File: config.mk
export PLATFORM = sky130hd
export DESIGN_NAME = alu_seq
export DESIGN_NICKNAME = d
export VERILOG_FILES = /design/src/rtl/alu_seq.sv
export SDC_FILE = /design/constraint.sdc
export NUM_CORES = 1
export LEC_CHECK = 0
export ABC_AREA = 1
export ABC_CLOCK_PERIOD_IN_PS = 9340
export BUFFER_PORTS_ARGS = -buffer_cell sky130_fd_sc_hd__buf_2
export CAP_MARGIN = 25
export CORE_ASPECT_RATIO = 0.75
export CORE_MARGIN = 5
export CORE_UTILIZATION = 34
export CTS_BUF_LIST = sky130_fd_sc_hd__clkbuf_4 sky130_fd_sc_hd__clkbuf_8
export CTS_CLUSTER_DIAMETER = 30
export DETAILED_ROUTE_END_ITERATION = 16
export HOLD_SLACK_MARGIN = 0.02
export PLACE_DENSITY = 0.49
export SYNTH_ARGS = -nofsm -noshare
export SYNTH_HDL_FRONTEND = slang
export SYNTH_SLANG_ARGS = --single-unit
File: constraint.sdc
create_clock -name clk -period 9.34 [get_ports clk]
set_input_delay 1.868 -clock clk [delete_from_list [all_inputs] [get_ports clk]]
set_output_delay 1.868 -clock clk [all_outputs]
set_load 0.05 [all_outputs]
File: src/rtl/alu_seq.sv
// rtl/alu_seq.sv - registered ALU with start/done handshake and iterative MULTU/DIVU
module alu_seq #(
   parameter int WIDTH = 32
) (
   input  logic             clk,
   input  logic             reset,
   input  logic             start,
   input  logic [3:0]       OP,
   input  logic [WIDTH-1:0] ln1,
   input  logic [WIDTH-1:0] ln2,
   output logic             ready,
   output logic             done,
   output logic [WIDTH-1:0] result,
   output logic [WIDTH-1:0] hi,
   output logic             Zero_flag,
   output logic             overflow
);

   localparam int SHW = $clog2(WIDTH);

   // Opcodes
   localparam logic [3:0] OP_ADD   = 4'b0000;
   localparam logic [3:0] OP_SUB   = 4'b0001;
   localparam logic [3:0] OP_MULTU = 4'b0010;
   localparam logic [3:0] OP_DIVU  = 4'b0011;
   localparam logic [3:0] OP_SLL   = 4'b0100;
   localparam logic [3:0] OP_SLT   = 4'b0110;
   localparam logic [3:0] OP_AND   = 4'b1000;
   localparam logic [3:0] OP_OR    = 4'b1001;
   localparam logic [3:0] OP_XOR   = 4'b1010;
   localparam logic [3:0] OP_NOR   = 4'b1011;
   localparam logic [3:0] OP_SRL   = 4'b1100;
   localparam logic [3:0] OP_SRA   = 4'b1101;
   localparam logic [3:0] OP_GTU   = 4'b1110;
   localparam logic [3:0] OP_EQ    = 4'b1111;

   // Controller states
   localparam logic [1:0] S_IDLE = 2'd0;
   localparam logic [1:0] S_RUN  = 2'd1;
   localparam logic [1:0] S_DONE = 2'd2;

   logic [1:0]       state;
   logic [SHW-1:0]   cnt;
   logic             is_div;
   // acc: running product high half / partial remainder
   // lo_q: multiplier shifting out, product low half shifting in / dividend-quotient
   // opb: multiplicand / divisor, held for the whole iteration
   logic [WIDTH-1:0] acc;
   logic [WIDTH-1:0] lo_q;
   logic [WIDTH-1:0] opb;

   logic             accept;
   logic [SHW-1:0]   shamt;
   logic [WIDTH-1:0] sum;
   logic [WIDTH-1:0] diff;
   logic [WIDTH-1:0] sc_res;
   logic             sc_ovf;

   logic [WIDTH:0]   mul_sum;
   logic [WIDTH-1:0] mul_acc_n;
   logic [WIDTH-1:0] mul_lo_n;
   logic [WIDTH:0]   div_sh;
   logic [WIDTH:0]   div_sub;
   logic             div_ge;
   logic [WIDTH-1:0] div_acc_n;
   logic [WIDTH-1:0] div_lo_n;
   logic [WIDTH-1:0] step_acc;
   logic [WIDTH-1:0] step_lo;

   assign ready  = (state != S_RUN);
   assign done   = (state == S_DONE);
   assign accept = start && ready;
   assign shamt  = ln2[SHW-1:0];
   assign sum    = ln1 + ln2;
   assign diff   = ln1 - ln2;

   // Single-cycle result and signed overflow, evaluated on the live operands at accept
   always_comb begin
      sc_res = '0;
      sc_ovf = 1'b0;
      case (OP)
         OP_ADD: begin
            sc_res = sum;
            sc_ovf = (ln1[WIDTH-1] == ln2[WIDTH-1]) && (sum[WIDTH-1] != ln1[WIDTH-1]);
         end
         OP_SUB: begin
            sc_res = diff;
            sc_ovf = (ln1[WIDTH-1] != ln2[WIDTH-1]) && (diff[WIDTH-1] != ln1[WIDTH-1]);
         end
         OP_AND:  sc_res = ln1 & ln2;
         OP_OR:   sc_res = ln1 | ln2;
         OP_XOR:  sc_res = ln1 ^ ln2;
         OP_NOR:  sc_res = ~(ln1 | ln2);
         OP_SLL:  sc_res = ln1 << shamt;
         OP_SRL:  sc_res = ln1 >> shamt;
         OP_SRA:  sc_res = $signed(ln1) >>> shamt;
         OP_GTU:  sc_res = {{(WIDTH-1){1'b0}}, (ln1 > ln2)};
         OP_EQ:   sc_res = {{(WIDTH-1){1'b0}}, (ln1 == ln2)};
         OP_SLT:  sc_res = {{(WIDTH-1){1'b0}}, ($signed(ln1) < $signed(ln2))};
         default: sc_res = '0;
      endcase
   end

   // One iteration of shift-add multiply or restoring shift-subtract divide
   always_comb begin
      mul_sum   = {1'b0, acc} + (lo_q[0] ? {1'b0, opb} : {(WIDTH+1){1'b0}});
      mul_acc_n = mul_sum[WIDTH:1];
      mul_lo_n  = {mul_sum[0], lo_q[WIDTH-1:1]};

      div_sh    = {acc, lo_q[WIDTH-1]};
      div_ge    = (div_sh >= {1'b0, opb});
      div_sub   = div_sh - {1'b0, opb};
      div_acc_n = div_ge ? div_sub[WIDTH-1:0] : div_sh[WIDTH-1:0];
      div_lo_n  = {lo_q[WIDTH-2:0], div_ge};

      step_acc  = is_div ? div_acc_n : mul_acc_n;
      step_lo   = is_div ? div_lo_n  : mul_lo_n;
   end

   // Controller, iteration datapath and output registers (outputs change only on entry to DONE)
   always_ff @(posedge clk) begin
      if (reset) begin
         state     <= S_IDLE;
         cnt       <= '0;
         is_div    <= 1'b0;
         acc       <= '0;
         lo_q      <= '0;
         opb       <= '0;
         result    <= '0;
         hi        <= '0;
         Zero_flag <= 1'b0;
         overflow  <= 1'b0;
      end else begin
         case (state)
            S_IDLE, S_DONE: begin
               if (accept) begin
                  if (OP == OP_MULTU || (OP == OP_DIVU && ln2 != '0)) begin
                     acc    <= '0;
                     lo_q   <= ln1;
                     opb    <= ln2;
                     is_div <= (OP == OP_DIVU);
                     cnt    <= SHW'(WIDTH - 1);
                     state  <= S_RUN;
                  end else if (OP == OP_DIVU) begin
                     // divide by zero short-cuts the iteration entirely
                     result    <= '1;
                     hi        <= ln1;
                     Zero_flag <= 1'b0;
                     overflow  <= 1'b0;
                     state     <= S_DONE;
                  end else begin
                     result    <= sc_res;
                     hi        <= '0;
                     Zero_flag <= (sc_res == '0);
                     overflow  <= sc_ovf;
                     state     <= S_DONE;
                  end
               end else begin
                  state <= S_IDLE;
               end
            end
            S_RUN: begin
               acc  <= step_acc;
               lo_q <= step_lo;
               if (cnt == '0) begin
                  result    <= step_lo;
                  hi        <= step_acc;
                  Zero_flag <= (step_lo == '0);
                  overflow  <= 1'b0;
                  state     <= S_DONE;
               end else begin
                  cnt <= cnt - 1'b1;
               end
            end
            default: state <= S_IDLE;
         endcase
      end
   end

endmodule

==> metrics.txt, run 1 <==
outcome=finished clean; # port buffers=138; vias in the first global route=24300; Final Max Slew Viols=0; GPL Wtd Cong=1.05; Worst path max stage delay=610 ps; die height=229 um; Area Growth Syn to Fin=7.60%; cts bufs inserted=17; Die Wd=302 um; clk slew on worst S/H paths=100 ps; LEAKAGE=11.5 nW; largest net degree at the start of global routing=80; Congestion Overflow GR=0; post-route DRC violation count=0; Mapped Area=21800 sq um; flop2flop setup slack=5170 ps; Final Setup Violations=0; setup tns final=0 ps; register area share after synthesis=15.6%; final worst-path cycle share=58.4%; vias per cell=5.80; Hold/Removal Path Class=reg -> reg; Die Footprint=69200 sq um; met3 WL=16.0 mm; Mean Syn Cell Area=5.67 sq um; synthesized instance count=3835; synth warn=0; fmax=183 MHz; Seq cells post-synth=170; Design Power=2.60 mW; share of layout cells above drive strength 1=7.54%; via count=27500; Routed Wire Length=123 mm; Worst Setup Start Kind=input pin; synthesized net count=4080; first-pass GRT wire length=174 mm; Max Cap Viol=0; H-tree depth=4; EDFF count, synth=0; Async SR Flop Fraction=0%; met2 WL=45.1 mm; Setup Buffers After CTS=0; Avg WL per Cell=26.0 um; CP Cell Sequence=buf_2, buf_4, inv_2, buf_4, fa_1, nand2_1, nand3_1, nand3_1, nand3_1, nor2_1, nand2_1, nor2_1, nand3_1, nor2_1, nand4_1, nor2_1, nand3_1, a21oi_1; critical path arrival=5870 ps; DPL Wire Length=99.4 mm; Starting Density=34.3%; total track usage=34.1%; CTS Buffer Depth=2; buffer type at the clock tree root=clkbuf_8; Peak supply drop=0.000129 V; data required time of the worst path=9760 ps; CTS tree=built; Worst-Skew Late Latency=500 ps; Most used DFF post-synth=dfxtp_1; crit-path most repeated cell=nand3_1; CTS Sinks=170; Slowest cell on crit path=fa_1; post-cts resize count=0; Initial DRT Pass Iterations=9; unrepaired setup endpoints after global routing=no; WL met1=58.7 mm; fin nets=4103; initial antenna violation count=3; Pwr Density=111 nW/um^2; num rows=80; Routed Antenna Nets=0; Synth cell types=60; Slew @ Worst Pin=1020 ps; I/O pin count=139; Max-slew headroom=31.7%; Hold Vio Cnt, Final=0; Post-CTS Hold Buffers=0; DR iter-0 viols=3803; core area=63500 sq um; top layer in use=met5; crit-path max FO=59; Final min period=5450 ps; crit end category=flop; Fin Clk Skew=24.8 ps; critical path class=in -> reg
==> flip-flops by register name, indices dropped and copies added (netlist names) <==
register   count
overflow       1
state          2
result        32
acc           32
cnt            5
is_div         1
Zero_flag      1
hi            32
opb           32
lo_q          32
==> synth_stat cells, types with 10 or more instances <==
master	n	area, sq um
xor2_1	26	228
buf_2	62	310
a21o_1	23	173
inv_1	413	1550
ha_1	170	2130
o21a_1	10	75.1
nand4_1	53	332
a31oi_1	33	206
nor2_1	335	1260
buf_4	12	90.1
o21ai_0	250	1250
nand3_1	507	2540
o22ai_1	18	113
clkbuf_1	68	255
o21bai_1	18	135
nor3_1	54	270
inv_2	16	60.1
nor2_2	10	62.6
buf_6	17	191
xnor2_1	18	158
o21ai_1	21	105
nand2_2	23	144
dfxtp_1	170	3400
buf_1	10	37.5
a21oi_1	337	1690
nand2_1	1023	3840
o211ai_1	25	188
nor4_1	17	106
==> through the flow <==
stage,setup slack [ps],hold slack (ps),cells,cell area (sq um),utilization [%]
finish,3890,462,4734,23400,36.9
global route,3820,471,4733,23400,36.9
CTS,4130,463,4731,23400,36.9
detailed placement,3630,442,4699,22900,36.1
global placement,3640,439,4697,22900,36.1
floorplan,4990,440,3835,21800,-
==> cell families after synthesis <==
| group | count (synthesis) | synth area share [%] |
|---|---|---|
| and+or+nand+nor | 2055 | 40.6 |
| AOI/OAI and AO/OA | 787 | 20.2 |
| buffers and inverters | 602 | 11.6 |
| adders and majority gates | 174 | 10.1 |
| DFF | 170 | 15.6 |
| xor gates and xnor gates | 44 | 1.77 |
| muxes | 3 | 0.138 |
==> final timing paths <==
path / cells after the start / endpoint / from
hold / removal: 2 / result[23] / result[23]
setup / recovery: 18 / Zero_flag / ln2[1]
setup reg to reg: 18 / acc[30] / lo_q[0]
hold reg to reg: 2 / result[23] / result[23]
==> routing by layer <==
layer	GRT usage (%)	up-vias
li1	-	12800
met1	53.7	13000
met2	44.0	1554
met3	10.3	130
met4	7.87	8
met5	0	-
==> final cells by class <==
class	count	area, sq um
antenna	2	5.00
clock buffer	18	248
clock inverter	14	208
fill	7391	40100
inverter	431	1620
multi-input combinational	3063	15900
sequential	170	3400
tap	861	1080
timing repair buffer	175	987
==> where the power goes <==
group	total [mW]	switching (mW)	internal, mW	leakage, nW
clock	0.625	0.320	0.305	0.228
combinational	1.19	0.904	0.287	9.84
sequential	0.787	0.0282	0.759	1.38
total	2.60	1.25	1.35	11.5
==> critical path, delay by kind of cell <==
family / cells / cell delay (ps)
compound gates: 1 / 130
buf+inv: 4 / 1360
simple gates: 12 / 1870
fa+ha+maj: 1 / 610
==> cell usage in the layout (no fill, tap or decap), types with 5 or more instances in the layout <==
| cell type | instances |
|---|---|
| a211oi_1 | 6 |
| nor4_1 | 17 |
| nor2_2 | 10 |
| a2111oi_0 | 5 |
| nor2_1 | 334 |
| buf_4 | 35 |
| inv_1 | 411 |
| o21ai_1 | 21 |
| ha_1 | 170 |
| o21a_1 | 10 |
| nand3_1 | 506 |
| a21o_1 | 23 |
| xnor2_1 | 18 |
| clkbuf_8 | 19 |
| xor2_1 | 26 |
| or2_2 | 6 |
| inv_2 | 18 |
| nand4_1 | 53 |
| o211ai_1 | 25 |
| o22ai_1 | 18 |
| nand2_1 | 1022 |
| a221oi_1 | 6 |
| nand3_2 | 6 |
| buf_2 | 138 |
| a21oi_1 | 337 |
| o21ai_0 | 250 |
| dfxtp_1 | 169 |
| o21bai_1 | 18 |
| nand2_2 | 24 |
| nor3_1 | 54 |
| a31oi_1 | 33 |
| a32o_1 | 6 |
Power figures use the tool's default switching activity.
==> run 2, diff against run 1 <==
--- a/config.mk
+++ b/config.mk
@@ -6,7 +6,7 @@
 export NUM_CORES = 1
 export LEC_CHECK = 0
 export ABC_AREA = 1
-export ABC_CLOCK_PERIOD_IN_PS = 9340
+export ABC_CLOCK_PERIOD_IN_PS = 5400
 export BUFFER_PORTS_ARGS = -buffer_cell sky130_fd_sc_hd__buf_2
 export CAP_MARGIN = 25
 export CORE_ASPECT_RATIO = 0.75
==> constraint.sdc (replaced) <==
create_clock -name clk -period 5.4 [get_ports clk]
set_input_delay 1.08 -clock clk [delete_from_list [all_inputs] [get_ports clk]]
set_output_delay 1.08 -clock clk [all_outputs]
set_load 0.05 [all_outputs]
==> run 2 against run 1 <==
  * Global-route usage rose by 0.93 points
  * Register-to-register slack got worse by 3900 ps
  * Combinational power rose by 78%
  * Sequential power rose by 72%
==> metrics.txt, run 2 (same netlist as run 1, synthesis figures left out) <==
outcome=finished clean; critical path arrival=4720 ps; Crit path buffers/inverters=3; # port buffers=138; Congestion Overflow GR=0; R2R depth=16; Hold/Removal Path Class=reg -> reg; RR Endpoint=acc[25]; GPL Wtd Cong=1.09; core area=63500 sq um; Hold Crit Start=result[12]; Setup Buffers After CTS=0; CTS Buffer Depth=2; Peak supply drop=0.000160 V; Final Max Slew Viols=0; crit end category=flop; most frequent cells in the layout=1022 x nand2_1, 506 x nand3_1, 411 x inv_1, 337 x a21oi_1, 334 x nor2_1; Pwr Density=189 nW/um^2; Initial DRT Pass Iterations=6; Area Growth Syn to Fin=8.60%; share of layout cells above drive strength 1=8.25%; H-tree depth=4; Die Wd=302 um; hold path depth=2; Hold Path End=result[12]; num rows=80; data required time of the worst path=5870 ps; CTS tree=built; Worst-Skew Late Latency=530 ps; die height=229 um; Routed Antenna Nets=0; clk slew on worst S/H paths=120 ps; via count=27900; buffer type at the clock tree root=clkbuf_8; flop2flop setup slack=1260 ps; critical path class=in -> reg; crit-path max FO=7; Post-CTS Hold Buffers=0; final worst-path cycle share=78.7%; Worst R2R Start=lo_q[0]; unrepaired setup endpoints after global routing=no; Hold Vio Cnt, Final=0; I/O pin count=139; LEAKAGE=11.6 nW; fin nets=4133; DR iter-0 viols=3999; number of fill cells in the layout=7354; first-pass GRT wire length=179 mm; post-cts resize count=0; Worst path max stage delay=630 ps; Routed Wire Length=126 mm; commonest non-fill, non-tap cell in the layout=nand2_1; Worst Setup Start Kind=input pin; Design Power=4.47 mW; Slowest cell on crit path=nor2_1; Final Setup Violations=0; post-route DRC violation count=0; CTS Sinks=170; Avg WL per Cell=26.4 um; Die Footprint=69200 sq um; Final min period=4250 ps; Fin Clk Skew=22.4 ps; vias per cell=5.85; total track usage=35.0%; cts bufs inserted=17; setup tns final=0 ps; fmax=235 MHz; Max Cap Viol=0; CP Cell Sequence=buf_2, inv_1, ha_1, inv_1, fa_1, nand2_1, nand2_1, nand2_1, nand3_1, nand3_1, nor2_1, nand2_1, nor2_1, nand3_1, nor2_1, nand4_1, nor2_1, nand3_1, a21oi_1; Fin Hold WS=463 ps; Slew @ Worst Pin=1110 ps; vias in the first global route=25100; kind of cell adding the most delay to the critical path=simple AND/OR/NAND/NOR gates; Max-slew headroom=25.3%; Starting Density=34.3%; initial antenna violation count=10; largest net degree at the start of global routing=86; DPL Wire Length=101 mm
-- run 2: changes by cell type in the layout (fill, tap and decap cells not counted), sizes merged --
| cell | before | now |
|---|---|---|
| clkbuf | 19 | 17 |
| inv | 434 | 436 |
| clkinv | 6 | 10 |
| buf | 174 | 205 |
| diode | 2 | 4 |
| bufinv | 4 | 0 |
| clkinvlp | 1 | 0 |
-- run 2: cell type report --
cell class | instances | area (sq um) | share of cell area (%)
Tap cell | 861 | 1080 | 4.56
Timing Repair Buffer | 205 | 1230 | 5.21
Inverter | 431 | 1620 | 6.85
Sequential cell | 170 | 3400 | 14.4
Clock buffer | 17 | 234 | 0.991
Antenna cell | 4 | 10.0 | 0.0424
Multi-Input combinational cell | 3063 | 15900 | 67.1
Clock inverter | 15 | 194 | 0.821
-- run 2: worst register-to-register path: stages (launching register included) --
cell     delay (ps)
dfxtp_1         860
buf_4           440
nand2_1         120
inv_1            90
ha_1            280
a21oi_1         440
o21ai_0         230
a21oi_1         210
o21a_1          140
o21ai_0         380
a21o_1          320
a21oi_1         110
o21ai_0         100
nand2_1          80
inv_1            50
nand2_1          90
a21oi_1          70
-- run 2: worst max-delay path by stage --
stage,start,to,slack [ps],depth (start not counted)
6_report,ln1[0],Zero_flag,1150,19
2_1_floorplan,ln2[4],Zero_flag,1830,25
3_5_place_dp,ln1[0],Zero_flag,920,19
4_1_cts,lo_q[0],hi[25],1440,16
3_3_place_gp,ln1[0],Zero_flag,880,19
5_1_grt,lo_q[0],hi[25],1090,15
-- run 2: metrics by stage --
| step | util (%) | cells | cell area [sq um] | setup WS, ps |
|---|---|---|---|---|
| final | 37.2 | 4766 | 23600 | 1150 |
| after global routing | 37.2 | 4763 | 23600 | 1090 |
| after CTS | 37.2 | 4762 | 23600 | 1440 |
| after detailed placement | 36.5 | 4730 | 23200 | 916 |
| after global placement | 36.5 | 4729 | 23200 | 876 |
| after floorplan | - | 3835 | 21800 | 1830 |
-- run 2: layer usage --
layer  up-vias  GRT usage, %  wire length (um)
met3       177          12.6             18000
met4         8          9.49              4350
met2      1742          43.8             44500
met1     13100          54.6             58900
met5         -             0                62
li1      12900             -                 -
-- run 2: power by group --
group | switching (mW) | internal (mW) | total [mW]
combinational | 1.60 | 0.513 | 2.12
sequential | 0.0377 | 1.31 | 1.35
clock | 0.644 | 0.362 | 1.01
